## config.mk

```make
export PLATFORM = sky130hd
export DESIGN_NAME = fir_output_requantizer
export DESIGN_NICKNAME = d
export VERILOG_FILES = /design/src/rtl/fir_pkg.sv /design/src/rtl/sync_fifo.sv /design/src/rtl/fir_output_requantizer.sv
export SDC_FILE = /design/constraint.sdc
export NUM_CORES = 1
export LEC_CHECK = 0
export BUFFER_PORTS_ARGS = -buffer_cell sky130_fd_sc_hd__buf_4
export CORE_AREA = 4 4 135 137
export DETAILED_ROUTE_END_ITERATION = 6
export DIE_AREA = 0 0 139 141
export PLACE_DENSITY = 0.75
export SKIP_CTS_REPAIR_TIMING = 1
export SYNTH_ARGS = -nofsm -noshare
export SYNTH_HDL_FRONTEND = slang
export SYNTH_SLANG_ARGS = --single-unit
```

## constraint.sdc

```tcl
create_clock -name clk_i -period 2.5 [get_ports clk_i]
set_input_delay 0.625 -clock clk_i [delete_from_list [all_inputs] [get_ports clk_i]]
set_output_delay 0.625 -clock clk_i [all_outputs]
set_load 0.05 [all_outputs]
```

## src/rtl/fir_pkg.sv

```systemverilog
// Shared widths, sample types and the round/saturate helpers for the FIR output path.
package fir_pkg;

  localparam int IN_W  = 32;
  localparam int OUT_W = 16;

  typedef logic signed [IN_W-1:0]  sample_in_t;
  typedef logic signed [OUT_W-1:0] sample_out_t;
  // One guard bit so the rounding add can never wrap.
  typedef logic signed [IN_W:0]    sample_wide_t;

  typedef struct packed {
    logic        sat;
    sample_out_t data;
  } sat_result_t;

  function automatic sample_wide_t round_shift(input sample_in_t x, input int unsigned shift);
    sample_wide_t half;
    sample_wide_t sum;
    if (shift != 32'd0) begin
      half = sample_wide_t'(1) <<< (shift - 32'd1);
    end else begin
      half = '0;
    end
    sum = sample_wide_t'(x) + half;
    return sum >>> shift;
  endfunction

  function automatic sat_result_t sat_clamp(input sample_wide_t r);
    sat_result_t res;
    if (r[IN_W:OUT_W-1] == {(IN_W-OUT_W+2){r[IN_W]}}) begin
      res.sat  = 1'b0;
      res.data = r[OUT_W-1:0];
    end else if (r[IN_W]) begin
      res.sat  = 1'b1;
      res.data = {1'b1, {(OUT_W-1){1'b0}}};
    end else begin
      res.sat  = 1'b1;
      res.data = {1'b0, {(OUT_W-1){1'b1}}};
    end
    return res;
  endfunction

  function automatic sample_out_t sat_round(input sample_in_t x, input int unsigned shift);
    sat_result_t res;
    res = sat_clamp(round_shift(x, shift));
    return res.data;
  endfunction

endpackage

```

## src/rtl/sync_fifo.sv

```systemverilog
// Show-ahead synchronous FIFO; a push while full is accepted only alongside a pop.
module sync_fifo #(
  parameter int WIDTH = 16,
  parameter int DEPTH = 8
) (
  input  logic                     clk_i,
  input  logic                     rst_ni,
  input  logic                     push_i,
  input  logic                     pop_i,
  input  logic [WIDTH-1:0]         wdata_i,
  output logic [WIDTH-1:0]         rdata_o,
  output logic                     full_o,
  output logic                     empty_o,
  output logic [$clog2(DEPTH):0]   fill_o
);

  localparam int AW = $clog2(DEPTH);

  logic [WIDTH-1:0] mem_q [DEPTH];
  logic [AW-1:0]    wr_ptr_q, wr_ptr_d;
  logic [AW-1:0]    rd_ptr_q, rd_ptr_d;
  logic [AW:0]      count_q, count_d;
  logic             wr_en, rd_en;

  // Handshake qualification and pointer/occupancy next state.
  always_comb begin
    full_o  = (count_q == (AW+1)'(DEPTH));
    empty_o = (count_q == '0);
    fill_o  = count_q;
    wr_en   = push_i && (!full_o || pop_i);
    rd_en   = pop_i && !empty_o;
    wr_ptr_d = wr_ptr_q;
    rd_ptr_d = rd_ptr_q;
    count_d  = count_q;
    if (wr_en) begin
      wr_ptr_d = wr_ptr_q + AW'(1);
    end else begin
      wr_ptr_d = wr_ptr_q;
    end
    if (rd_en) begin
      rd_ptr_d = rd_ptr_q + AW'(1);
    end else begin
      rd_ptr_d = rd_ptr_q;
    end
    case ({wr_en, rd_en})
      2'b10:   count_d = count_q + (AW+1)'(1);
      2'b01:   count_d = count_q - (AW+1)'(1);
      default: count_d = count_q;
    endcase
    if (empty_o) begin
      rdata_o = '0;
    end else begin
      rdata_o = mem_q[rd_ptr_q];
    end
  end

  // Pointer and occupancy registers.
  always_ff @(posedge clk_i or negedge rst_ni) begin
    if (!rst_ni) begin
      wr_ptr_q <= '0;
      rd_ptr_q <= '0;
      count_q  <= '0;
    end else begin
      wr_ptr_q <= wr_ptr_d;
      rd_ptr_q <= rd_ptr_d;
      count_q  <= count_d;
    end
  end

  // Storage array; contents are masked by empty_o so it needs no reset.
  always_ff @(posedge clk_i) begin
    if (wr_en) begin
      mem_q[wr_ptr_q] <= wdata_i;
    end
  end

endmodule

```

## src/rtl/fir_output_requantizer.sv

```systemverilog
// Two-stage round/saturate of Q15 FIR output into 16-bit samples, buffered by a FIFO,
// with sticky drop flag and saturating saturation counter.
module fir_output_requantizer
  import fir_pkg::*;
#(
  parameter int          IN_W  = fir_pkg::IN_W,
  parameter int          OUT_W = fir_pkg::OUT_W,
  parameter int unsigned SHIFT = 15,
  parameter int          DEPTH = 8
) (
  input  logic                     clk_i,
  input  logic                     rst_ni,
  input  logic                     in_valid_i,
  input  logic [IN_W-1:0]          in_data_i,
  input  logic                     clear_i,
  output logic                     out_valid_o,
  input  logic                     out_ready_i,
  output logic [OUT_W-1:0]         out_data_o,
  output logic [$clog2(DEPTH):0]   fill_o,
  output logic                     overflow_o,
  output logic [15:0]              sat_count_o
);

  logic         s1_valid_q, s1_valid_d;
  sample_wide_t s1_r_q, s1_r_d;
  logic         s2_valid_q, s2_valid_d;
  sample_out_t  s2_data_q, s2_data_d;
  logic         s2_sat_q, s2_sat_d;
  logic         overflow_q, overflow_d;
  logic [15:0]  sat_count_q, sat_count_d;
  sat_result_t  clamp_res;
  logic         fifo_full, fifo_empty, drop;

  // Pipeline datapath plus flag/counter next state.
  always_comb begin
    s1_valid_d = in_valid_i;
    s2_valid_d = s1_valid_q;
    clamp_res  = sat_clamp(s1_r_q);
    if (in_valid_i) begin
      s1_r_d = round_shift(sample_in_t'(in_data_i), SHIFT);
    end else begin
      s1_r_d = s1_r_q;
    end
    if (s1_valid_q) begin
      s2_data_d = clamp_res.data;
      s2_sat_d  = clamp_res.sat;
    end else begin
      s2_data_d = s2_data_q;
      s2_sat_d  = 1'b0;
    end
    // A full FIFO still takes the write when the head leaves in the same cycle.
    drop = s2_valid_q && fifo_full && !out_ready_i;
    if (clear_i) begin
      overflow_d  = 1'b0;
      sat_count_d = 16'h0000;
    end else begin
      overflow_d = overflow_q | drop;
      if (s2_valid_q && s2_sat_q && (sat_count_q != 16'hFFFF)) begin
        sat_count_d = sat_count_q + 16'd1;
      end else begin
        sat_count_d = sat_count_q;
      end
    end
  end

  // Pipeline, flag and counter registers.
  always_ff @(posedge clk_i or negedge rst_ni) begin
    if (!rst_ni) begin
      s1_valid_q  <= 1'b0;
      s1_r_q      <= '0;
      s2_valid_q  <= 1'b0;
      s2_data_q   <= '0;
      s2_sat_q    <= 1'b0;
      overflow_q  <= 1'b0;
      sat_count_q <= 16'h0000;
    end else begin
      s1_valid_q  <= s1_valid_d;
      s1_r_q      <= s1_r_d;
      s2_valid_q  <= s2_valid_d;
      s2_data_q   <= s2_data_d;
      s2_sat_q    <= s2_sat_d;
      overflow_q  <= overflow_d;
      sat_count_q <= sat_count_d;
    end
  end

  sync_fifo #(
    .WIDTH (OUT_W),
    .DEPTH (DEPTH)
  ) u_fifo (
    .clk_i   (clk_i),
    .rst_ni  (rst_ni),
    .push_i  (s2_valid_q),
    .pop_i   (out_ready_i),
    .wdata_i (s2_data_q),
    .rdata_o (out_data_o),
    .full_o  (fifo_full),
    .empty_o (fifo_empty),
    .fill_o  (fill_o)
  );

  assign out_valid_o = !fifo_empty;
  assign overflow_o  = overflow_q;
  assign sat_count_o = sat_count_q;

endmodule

```

# After elaboration in Yosys (flattened, before gate mapping)
# Memories as Yosys holds them, arrays and structs flattened.
# Cells that the tools add are included.
[word_totals]
reg_bits = 64
mem_bits_rw = 128
in_bits = 37
output_inout_bits = 38
word_cells = 47
mem_count = 1
[op_classes]
n_addsub = 6
eq_ne = 5
muxes = 11
bitwise = 1
n_reduce_logical = 13
[memory_table]
columns = ["memory", "depth", "width", "rd", "rd_clocked_by_memory_dff", "wr", "line_no", "rtl"]
rows = [
  ["u_fifo.mem_q", 8, 16, 1, 0, 1, "sync_fifo.sv:19", "logic [WIDTH-1:0] mem_q [DEPTH];"],
]
[ops]
columns = ["op", "n"]
rows = [
  ["$mux 16", 4],
  ["$add 32x33->33", 1],
  ["$mux 33", 1],
  ["$eq 17x17->1", 1],
  ["$mux 17", 1],
  ["$add 16x1->16 const B", 1],
  ["$ne 16x16->1 const B", 1],
  ["$pmux 4 s2", 1],
  ["$add 3x1->3 const B", 2],
  ["$logic_and 1x1->1", 6],
  ["$add 4x1->4 const B", 1],
  ["$eq 4x4->1 const B", 1],
  ["$logic_not 4->1", 1],
  ["$mux 1", 4],
  ["$reduce_bool 2->1", 2],
  ["$sub 4x1->4 const B", 1],
  ["$logic_not 1->1", 3],
  ["$eq 2x1->1 const B", 1],
  ["$eq 2x2->1 const B", 1],
  ["$logic_or 1x1->1", 1],
  ["$or 1x1->1", 1],
]

# Logic depth before layout (Yosys ltp)
# Gate-level depths: netlist (run 1).
[depth]
ltp_word = 6
depth_mapped = 12
ltp_nobuf = 12

# Cells and area by module
# A second synthesis (run 1) with hierarchy kept.
[unflattened]
hier_cells = 584
area_unflattened_um2 = 8455.6
[modules_own_cells]
columns = ["mod", "n_inst", "cells_per_inst", "area_each_um2", "seq_area_each_um2"]
rows = [
  ["sync_fifo", 1, 262, 5476.5, 4093.9],
  ["fir_output_requantizer", 1, 322, 2979.1, 1351.3],
]

# Least setup slack after synthesis (run 1)
# OpenSTA, ideal clock, no wires.
[synth_timing]
kind = "register to register"
startpoint = "reg u_fifo.count_q[1] (netlist: u_fifo.fill_o[1])"
endpoint = "mem u_fifo.mem_q[1][0] (enable)"
t_arrival_ps = 2564
required_time_ps = 2091
path_slack_ps = -473
path_stages_with_launch = 5
n_path_buf = 0
path_cell_list = "dfrtp_1 > or3_4 > o21ai_1 > or2_2 > nor3_1"
[synth_between]
elab_chain_cells = 6
[synth_lines]
columns = ["element", "line_no", "rtl"]
rows = [
  ["start, declared", "sync_fifo.sv:22", "logic [AW:0] count_q, count_d;"],
  ["start signal, assigned", "sync_fifo.sv:66", "count_q <= count_d;"],
  ["$eq 4x4->1", "sync_fifo.sv:27", "full_o = (count_q == (AW+1)'(DEPTH));"],
  ["$logic_not 1->1", "sync_fifo.sv:30", "wr_en = push_i && (!full_o || pop_i);"],
  ["$logic_or 1x1->1", "sync_fifo.sv:30", ""],
  ["$logic_and 1x1->1", "sync_fifo.sv:30", ""],
  ["$mux 1", "sync_fifo.sv:72", "if (wr_en) begin"],
  ["$mux 1 (implied by the code)", "sync_fifo.sv:73", "mem_q[wr_ptr_q] <= wdata_i;"],
  ["end, declared", "sync_fifo.sv:19", ""],
]
# Every way passes these cells.

# Final worst setup path (run 1)
[layout_timing]
startpoint = "reg u_fifo.rd_ptr_q[0]"
endpoint = "out out_data_o[12]"
[layout_between]
elab_chain_cells = 2
[layout_lines]
columns = ["element", "line_no", "rtl"]
rows = [
  ["start, declared", "sync_fifo.sv:21", "logic [AW-1:0] rd_ptr_q, rd_ptr_d;"],
  ["start signal, assigned", "sync_fifo.sv:65", "rd_ptr_q <= rd_ptr_d;"],
  ["$mem_v2 8x16", "--", ""],
  ["$mux 16", "sync_fifo.sv:50", "if (empty_o) begin"],
  ["end, declared", "fir_output_requantizer.sv:18", "output logic [OUT_W-1:0] out_data_o,"],
]
# Every way passes these cells.

==> metrics.txt, run 1 <==
r2r setup slk 0.02 ns; H-tree depth 4; max-cap violation count 0; area leader, netlist edfxtp_1; Post-Syn Area 0.008376 sq mm; Std-Cell Core Area 0.01706 sq mm; final setup fails 16; Post-synth ARST share 0.3333; Worst Setup Start Kind register; clk sinks 192; Worst-path clk slew 0.07 ns; I/O Buffers 60; DR WL/cell 18.64 microns; Reg-to-Reg End u_fifo.fill_o[2]; synth warn 0; Sequential cell area 0.005450 sq mm; Post-synth EDFFs 128; Placement Cell Area 0.009228 sq mm; drt initial violations 346; top cells by count, synth edfxtp_1, dfrtp_1, a21oi_1; failing checks negative setup slack; max-slew violations 0; clk_skew 0.006557 ns; Area contributors post-synth edfxtp_1, dfrtp_1, mux4_2, a21oi_1, mux2_2; status finished with violations; GRT overflow 0; Worst Hold Class in2async; # IOs 75; Via density 5.664; initial antenna violation count 0; top cell type's share of synthesized area 0.4589; RSZ-0062 raised after global routing yes; Die X 139 microns; Achievable Freq 0.3651 GHz; Root Buffer clkbuf_16; post-route ant nets 0; WP data required 1.88 ns; Total Nets Final 701; final RePlAce weighted congestion 0.8232; Syn Inst Count 582; Layout fillers 1297; Slew HR 0.4681; # diodes 0; register bit total from synthesis 192; worst r2r src u_fifo.fill_o[1]; min Tclk post-route 2.739 ns; CTS Buf Count 17; final wirelength 16.68 mm; vias in the first global route 5201; most common cell in the netlist edfxtp_1; DR pass1 iterations 4; final worst path period share 1.095; peak supply drop 0.5582 mV; Die Span Y 141 microns; cells on worst reg2reg path 12; pwr/cell area 1132 mW/mm^2; Longest Clk Path Bufs 2; worst-skew pair later-pin latency 0.43 ns; largest net degree at the start of global routing 65; Final Hold Vio Count 0; sequential area share after synthesis 0.6501; area growth from synthesis to layout 20.30%; Setup crit end kind primary output; row count 48; worst slack, placed 0.05930 ns; critical path type reg2out; Netlist cell types 44; area of the multi-input gates 0.002839 sq mm; most common flop cell mapped by yosys edfxtp_1; leak pwr 3.673 nW; first-pass GRT wire length 26.99 mm; Total GRT Usage 0.1747; Finished Cell Area 0.01008 sq mm; vias 5069; Starting Density 0.4911; drc violations 0; CTS tree yes; Synth Net Count 626; Syn Area/Cell 14.39 sq um; Tightest Pin Transition 0.7978 ns; Arr. time, crit path 2.11 ns; final setup margin -0.2387 ns; share of cells above drive strength 1 0.3164; DIE AREA 0.01960 sq mm; CP Max Fanout 8; Final HPWL DP 10.44 mm
==> registers in the layout (all words and copies together), names as in the netlist, 3 cells and up <==
register / count
u_fifo.fill_o: 4
s2_data_q: 16
s1_r_q: 18
u_fifo.mem_q: 128
sat_count_o: 16
u_fifo.rd_ptr_q: 3
u_fifo.wr_ptr_q: 3
==> layout by cell type, fill, tap and decap left out, types with 18 or more instances in the layout <==
cell type and count:
mux4_2 32, buf_6 18, clkbuf_16 20, mux2_2 21
edfxtp_1 128, nor2_1 47, a21oi_1 60, nand2_1 28
dfrtp_1 60, or2_2 18, buf_4 55
==> final cells by class <==
cell class	instances	area share
Sequential cell	192	0.5409
Multi-Input combinational cell	352	0.2818
Timing Repair Buffer	85	0.08643
Clock buffer	17	0.04222
Tap cell	225	0.02794
Clock inverter	15	0.01701
Inverter	9	0.003725
==> logic make-up (layout without fill, tap and decap cells) <==
group	Yosys count	count (layout)	synth area share
xor gates and xnor gates	23	23	0.02405
muxes	69	69	0.1334
buffers and inverters	38	126	0.01897
DFF	192	192	0.6501
AOI/OAI and AO/OA	83	83	0.05393
adders and majority gates	7	7	0.01046
and+or+nand+nor	170	170	0.1091
==> per-stage QoR <==
step	setup TNS [ns]	power, W	util	std cells	hold WS [ns]
2_1_floorplan	-0.6649	0.006999	-	582	0.3294
3_3_place_gp	0	0.008105	0.5410	852	0.4838
3_5_place_dp	0	0.008253	0.5410	852	0.5045
4_1_cts	-2.467	0.01096	0.5760	884	0.3025
5_1_grt	-3.733	0.01196	0.5907	895	0.3343
6_report	-2.001	0.01141	0.5907	895	0.2615
==> how the worst max path moves through the flow <==
stage | from | to | slack (ns) | cells past startpoint
floorplan | u_fifo.fill_o[0] | u_fifo.fill_o[2] | -0.27 | 12
global placement | u_fifo.fill_o[0] | u_fifo.fill_o[2] | 0.16 | 12
detailed placement | u_fifo.fill_o[0] | u_fifo.fill_o[3] | 0.06 | 9
CTS | u_fifo.rd_ptr_q[0] | out_data_o[4] | -0.23 | 5
global route | u_fifo.rd_ptr_q[0] | out_data_o[4] | -0.31 | 6
finish | u_fifo.rd_ptr_q[0] | out_data_o[12] | -0.24 | 6
==> per-layer routing <==
| layer | track usage | part of all wire |
|---|---|---|
| met5 | 0 | 0 |
| met4 | 0.04943 | 0.0091 |
| met3 | 0.04138 | 0.041 |
| met2 | 0.3002 | 0.52 |
| met1 | 0.2242 | 0.43 |
==> critical path, stage by stage (launching register included) <==
cell and delay (ns):
dfrtp_2 0.38, buf_12 0.15, buf_12 0.14, mux4_2 0.52, mux2i_2 0.24, nor2_1 0.08, buf_6 0.16
==> power breakdown <==
group          internal, W  total, W  switching [W]
Sequential         0.00398   0.00434       0.000368
Combinational      0.00192   0.00434        0.00242
Clock              0.00151   0.00272        0.00122
Total              0.00740    0.0114        0.00400
No activity file was read; power rests on OpenSTA's default activity.
==> inputs of run 2 (changes only) <==
--- a/config.mk
+++ b/config.mk
@@ -6,11 +6,12 @@
 export NUM_CORES = 1
 export LEC_CHECK = 0
 export BUFFER_PORTS_ARGS = -buffer_cell sky130_fd_sc_hd__buf_4
-export CORE_AREA = 4 4 135 137
+export CORE_AREA = 4 4 136 138
 export DETAILED_ROUTE_END_ITERATION = 6
-export DIE_AREA = 0 0 139 141
-export PLACE_DENSITY = 0.75
+export DIE_AREA = 0 0 140 142
+export PLACE_DENSITY = 0.74
 export SKIP_CTS_REPAIR_TIMING = 1
 export SYNTH_ARGS = -nofsm -noshare
 export SYNTH_HDL_FRONTEND = slang
+export SYNTH_HIERARCHICAL = 1
 export SYNTH_SLANG_ARGS = --single-unit
==> run 2 against run 1 <==
Against the previous run:
- the run still ends with negative setup slack left
- first-iteration DRC count down 16%
- design area up 0.61%
- register-to-register slack better by 0.10 ns
- sequential share of layout area down 0.31 points
- combinational power up 2%
- critical path depth unchanged
- largest cell class unchanged
==> metrics.txt, run 2 <==
vias in the first global route 5046; Post-synth ARST share 0.3333; Syn Area/Cell 14.48 sq um; CTS tree yes; initial antenna violation count 0; cell family with most CP delay multiplexers; CTS Buf Count 17; Root Buffer clkbuf_16; top cells by count, synth edfxtp_1, dfrtp_1, a21oi_1; Std-Cell Core Area 0.01718 sq mm; DR WL/cell 18.31 microns; Worst Hold Class in2async; most common cell after layout, fill and taps aside edfxtp_1; vias 5002; Netlist cell types 50; # diodes 0; max FFs per register 128; post-route ant nets 0; CP Buf/Inv Count 3; final RePlAce weighted congestion 0.8205; Die Span Y 142 microns; Synth Net Count 628; share of cells above drive strength 1 0.3284; pwr/cell area 1136 mW/mm^2; Tightest Pin Transition 0.9768 ns; most frequent cells in the layout edfxtp_1, a21oi_1, dfrtp_1, buf_4, nor2_1; DIE AREA 0.01988 sq mm; most frequent CP cell buf_12; total placed cells including tap cells 858; worst slack, placed 0.06453 ns; register bit total from synthesis 192; Slew HR 0.3467; GRT overflow 0; Achievable Freq 0.3732 GHz; final setup margin -0.1797 ns; RSZ-0062 raised after global routing yes; final wirelength 16.45 mm; failing checks negative setup slack; Final Hold Vio Count 0; Top reg by flops u_fifo/mem_q; Non-Filler Instances 898; Longest Clk Path Bufs 2; peak supply drop 0.9320 mV; Post-synth EDFFs 128; worst-skew pair later-pin latency 0.43 ns; top cell type's share of synthesized area 0.4546; # IOs 75; clk_skew 0.006170 ns; critical path type reg2out; drt initial violations 292; final setup fails 16; worst-path cell chain buf_12 > buf_12 > mux4_2 > mux2i_2 > nor2_1 > buf_6; Final Power 0.01152 W; drc violations 0; most common cell in the netlist edfxtp_1; max-cap violation count 0; fin util 0.5902; sequential area share after synthesis 0.6440; area growth from synthesis to layout 19.89%; first-pass GRT wire length 26.54 mm; Final HPWL DP 10.36 mm; Worst-path clk slew 0.07 ns; Total Nets Final 704; Worst Setup Start Kind register; top flop regs u_fifo/mem_q: 128 flops, s1_r_q: 18 flops; area leader, netlist edfxtp_1; Setup crit end kind primary output; Slowest Stage Delay on Critical Path 0.50 ns; synth warn 6; row count 48; Die X 140 microns; WP data required 1.88 ns; largest net degree at the start of global routing 65; most common flop cell mapped by yosys edfxtp_1; CP Max Fanout 6; Starting Density 0.4923; max-slew violations 0; Via density 5.570; Critical Path Slowest Stage Cell mux4_2; I/O Buffers 60; clk sinks 192; Post-Syn Area 0.008456 sq mm; Arr. time, crit path 2.05 ns; Syn Inst Count 584; DR pass1 iterations 5; Area contributors post-synth edfxtp_1, dfrtp_1, mux4_2, a21oi_1, mux2_2; leak pwr 3.683 nW; min Tclk post-route 2.680 ns; final worst path period share 1.072; Total GRT Usage 0.1689; H-tree depth 4; status finished with violations
==> run 2: worst register-to-register path: cells and delay by family (launching register included) <==
kind                     cells  cell delay (ns)
AND/OR/NAND/NOR              2             0.63
XOR/XNOR                     3             0.42
flip-flops                   1             0.42
adder cells (fa/ha/maj)      2             0.30
AO/OA/AOI/OAI                2             0.42
buffers and inverters        1             0.06
==> run 2: final timing paths <==
path | start | to | slack (ns) | depth (start not counted)
worst min-delay path | rst_ni | sat_count_o[9] | 0.27 | 1
min in group clk_i | in_data_i[31] | s1_r_q[17] | 0.48 | 3
worst max-delay path | u_fifo/rd_ptr_q[0] | out_data_o[8] | -0.18 | 6
max in group asynchronous | rst_ni | u_fifo/rd_ptr_q[0] | 1.67 | 1
worst min register to register | overflow_o | overflow_o | 0.51 | 2
worst max register to register | u_fifo/fill_o[2] | u_fifo/fill_o[2] | 0.12 | 10
==> run 2: logic make-up (layout without fill, tap and decap cells) <==
group | count (synthesis) | after routing | share of synthesized area
DFF | 192 | 192 | 0.6440
buffers and inverters | 40 | 129 | 0.02116
muxes | 75 | 75 | 0.1400
adders and majority gates | 7 | 7 | 0.01036
and+or+nand+nor | 170 | 170 | 0.1092
AOI/OAI and AO/OA | 76 | 76 | 0.05046
xor gates and xnor gates | 24 | 24 | 0.02486
==> run 2: per-stage QoR <==
step                      hold WS [ns]  area, sq um  setup TNS [ns]
after global placement          0.4792         9265               0
after CTS                       0.3015         9864          -2.437
after detailed placement        0.4872         9265               0
final                           0.2711        10140          -1.862
after global routing            0.3510        10140          -2.958
after floorplan                 0.3294         8474          -4.441
==> run 2: power by group <==
group	total [W]	internal, W	switching, W
Sequential	0.00437	0.00401	0.000360
Clock	0.00271	0.00151	0.00120
Combinational	0.00444	0.00193	0.00251
Total	0.0115	0.00745	0.00407
==> run 2: cell type report <==
cell class,count,area [sq um]
flip-flops and latches,192,5451
repair buffers,85,824.5
inverters,12,57.56
clock inverters,15,173.9
multi-input cells,352,2923
clock buffers,17,425.4
well taps,225,281.5
fillers,1347,7039
==> run 2: layer usage <==
metal  wire length (microns)  track usage
met1                    7192       0.2272
met5                       0            0
met3                     597      0.02554
met2                    8372       0.2879
met4                     282      0.05252
==> inputs of run 3 (changes only) <==
--- a/config.mk
+++ b/config.mk
@@ -10,7 +10,7 @@
 export DETAILED_ROUTE_END_ITERATION = 6
 export DIE_AREA = 0 0 140 142
 export PLACE_DENSITY = 0.74
-export SKIP_CTS_REPAIR_TIMING = 1
+export SKIP_LAST_GASP = 1
 export SYNTH_ARGS = -nofsm -noshare
 export SYNTH_HDL_FRONTEND = slang
 export SYNTH_HIERARCHICAL = 1
==> run 3 against run 2 <==
Against the previous run:
- the run still ends with negative setup slack left
- sequential share of layout area grew 0.19 points
- design area fell by 0.36%
- first-iteration DRC count fell by 1.0%
- die area did not move
- critical endpoint is now out_data_o[4]
- largest power group is now sequential cells
- highest routed layer unchanged
==> metrics.txt, run 3 (same netlist as run 2, synthesis figures left out) <==
Layout fillers 1349; vias in the first global route 5057; failing checks negative setup slack; Worst-path clk slew 0.07 ns; worst-path cell chain buf_6 > buf_12 > mux4_2 > mux2i_2 > nor2_1 > buf_6; pwr/cell area 1132 mW/mm^2; I/O Buffers 60; final RePlAce weighted congestion 0.8205; worst-skew pair later-pin latency 0.43 ns; Root Buffer clkbuf_16; GRT overflow 0; max FFs per register 128; worst r2r src u_fifo/fill_o[2]; most frequent CP cell buf_6; row count 48; max-slew violations 0; CTS Hold Bufs 0; drc violations 0; Achievable Freq 0.3770 GHz; drt initial violations 289; cell family with most CP delay multiplexers; final setup margin -0.1525 ns; min Tclk post-route 2.653 ns; DR pass1 iterations 4; total placed cells including tap cells 858; CTS tree yes; P_sw 0.004041 W; CP Max Fanout 6; Placement Cell Area 0.009265 sq mm; P_int 0.007392 W; RSZ-0062 raised after global routing yes; clk sinks 192; DR WL/cell 18.24 microns; Top reg by flops u_fifo/mem_q; CP Buf/Inv Count 3; final wirelength 16.39 mm; Tightest Pin Transition 0.9885 ns; Reg-to-Reg End u_fifo/fill_o[2]; most frequent cells in the layout edfxtp_1, buf_4, a21oi_1, dfrtp_1, nor2_1; area of the multi-input gates 0.002914 sq mm; leak pwr 3.676 nW; Slew HR 0.3388; Total Nets Final 705; Non-Filler Instances 899; vias 4964; share of cells above drive strength 1 0.3249; initial antenna violation count 0; Sequential cell area 0.005451 sq mm; Finished Cell Area 0.01010 sq mm; WP data required 1.88 ns; first-pass GRT wire length 26.70 mm; cells on worst reg2reg path 10; Arr. time, crit path 2.03 ns; Critical Path Slowest Stage Cell mux4_2; final hold slack 0.2687 ns; peak supply drop 0.9270 mV; net switching share of the total power 0.3534; status finished with violations; Clk pwr share 0.237; final worst path period share 1.061; largest net degree at the start of global routing 65; Total GRT Usage 0.1701; clk_skew 0.008852 ns; Setup crit end kind primary output; max-cap violation count 0; Longest Clk Path Bufs 2; Worst Hold Class in2async; Final HPWL DP 10.36 mm; H-tree depth 4; area growth from synthesis to layout 19.46%; Via density 5.522; Starting Density 0.4923; Slowest Stage Delay on Critical Path 0.51 ns; most common cell after layout, fill and taps aside edfxtp_1; final setup fails 16; Die Span Y 142 microns; top flop regs u_fifo/mem_q: 128 flops, s1_r_q: 18 flops; DIE AREA 0.01988 sq mm; r2r setup slk 0.16 ns; Reg power frac 0.382; Final Hold Vio Count 0; # diodes 0; Worst Setup Start Kind register; post-route ant nets 0; # IOs 75; Die X 140 microns; CTS Buf Count 17; setup TNS -1.903 ns; critical path type reg2out; Std-Cell Core Area 0.01718 sq mm; Comb pwr share 0.381
-- run 3: cell count changes in the layout (fill, tap and decap cells not counted), sizes merged --
cell    before  now
clkbuf      20   19
buf         82   84
-- run 3: metal layers --
metal / vias up / routed length (microns) / GRT usage / share of wire
met5: - / 0 / 0 / 0
met4: 0 / 158 / 0.05456 / 0.0096
met3: 12 / 735 / 0.02621 / 0.045
met2: 107 / 8405 / 0.2894 / 0.51
met1: 2490 / 7094 / 0.2282 / 0.43
li1: 2355 / - / - / -
-- run 3: what timing repair did --
action | CTS | global route
cloned | 0 | 2
gates resized for setup | 9 | 24
pin swaps | 0 | 11
setup buffers | 1 | 6
endpoints found under the hold margin | 0 | 0
endpoints found under the setup margin | 17 | 19
-- run 3: worst max path at each step --
stage                             startpoint            endpoint  slack [ns]  cells after the start
after floorplan             u_fifo/fill_o[1]  u_fifo/mem_q[4][0]       -0.09                      5
after global placement      u_fifo/fill_o[2]    u_fifo/fill_o[3]        0.15                      9
after detailed placement    u_fifo/fill_o[2]    u_fifo/fill_o[3]        0.06                      9
after CTS                 u_fifo/rd_ptr_q[0]       out_data_o[2]       -0.16                      5
after global routing      u_fifo/rd_ptr_q[0]       out_data_o[4]       -0.21                      6
final                     u_fifo/rd_ptr_q[0]       out_data_o[4]       -0.15                      6
-- run 3: final cells by class --
cell class / instances / share of cell area
multi-input cells: 352 / 0.2885
repair buffers: 86 / 0.07891
clock buffers: 17 / 0.04212
clock inverters: 15 / 0.01722
inverters: 12 / 0.005698
flip-flops and latches: 192 / 0.5397
well taps: 225 / 0.02787
-- run 3: power groups by stage --
stage	clock, W	sequential, W	combinational [W]
CTS	0.00274	0.00438	0.00400
finish	0.00271	0.00437	0.00435
detailed placement	0	0.00444	0.00390
global placement	0	0.00438	0.00382
floorplan	0	0.00444	0.00268
global route	0.00289	0.00444	0.00463
-- run 3: per-stage QoR --
step / setup WS (ns) / utilization / power (W)
2_1_floorplan: -0.09116 / - / 0.007120
3_3_place_gp: 0.1506 / 0.5394 / 0.008201
3_5_place_dp: 0.06453 / 0.5394 / 0.008341
4_1_cts: -0.1596 / 0.5768 / 0.01113
5_1_grt: -0.2078 / 0.5881 / 0.01196
6_report: -0.1525 / 0.5881 / 0.01143
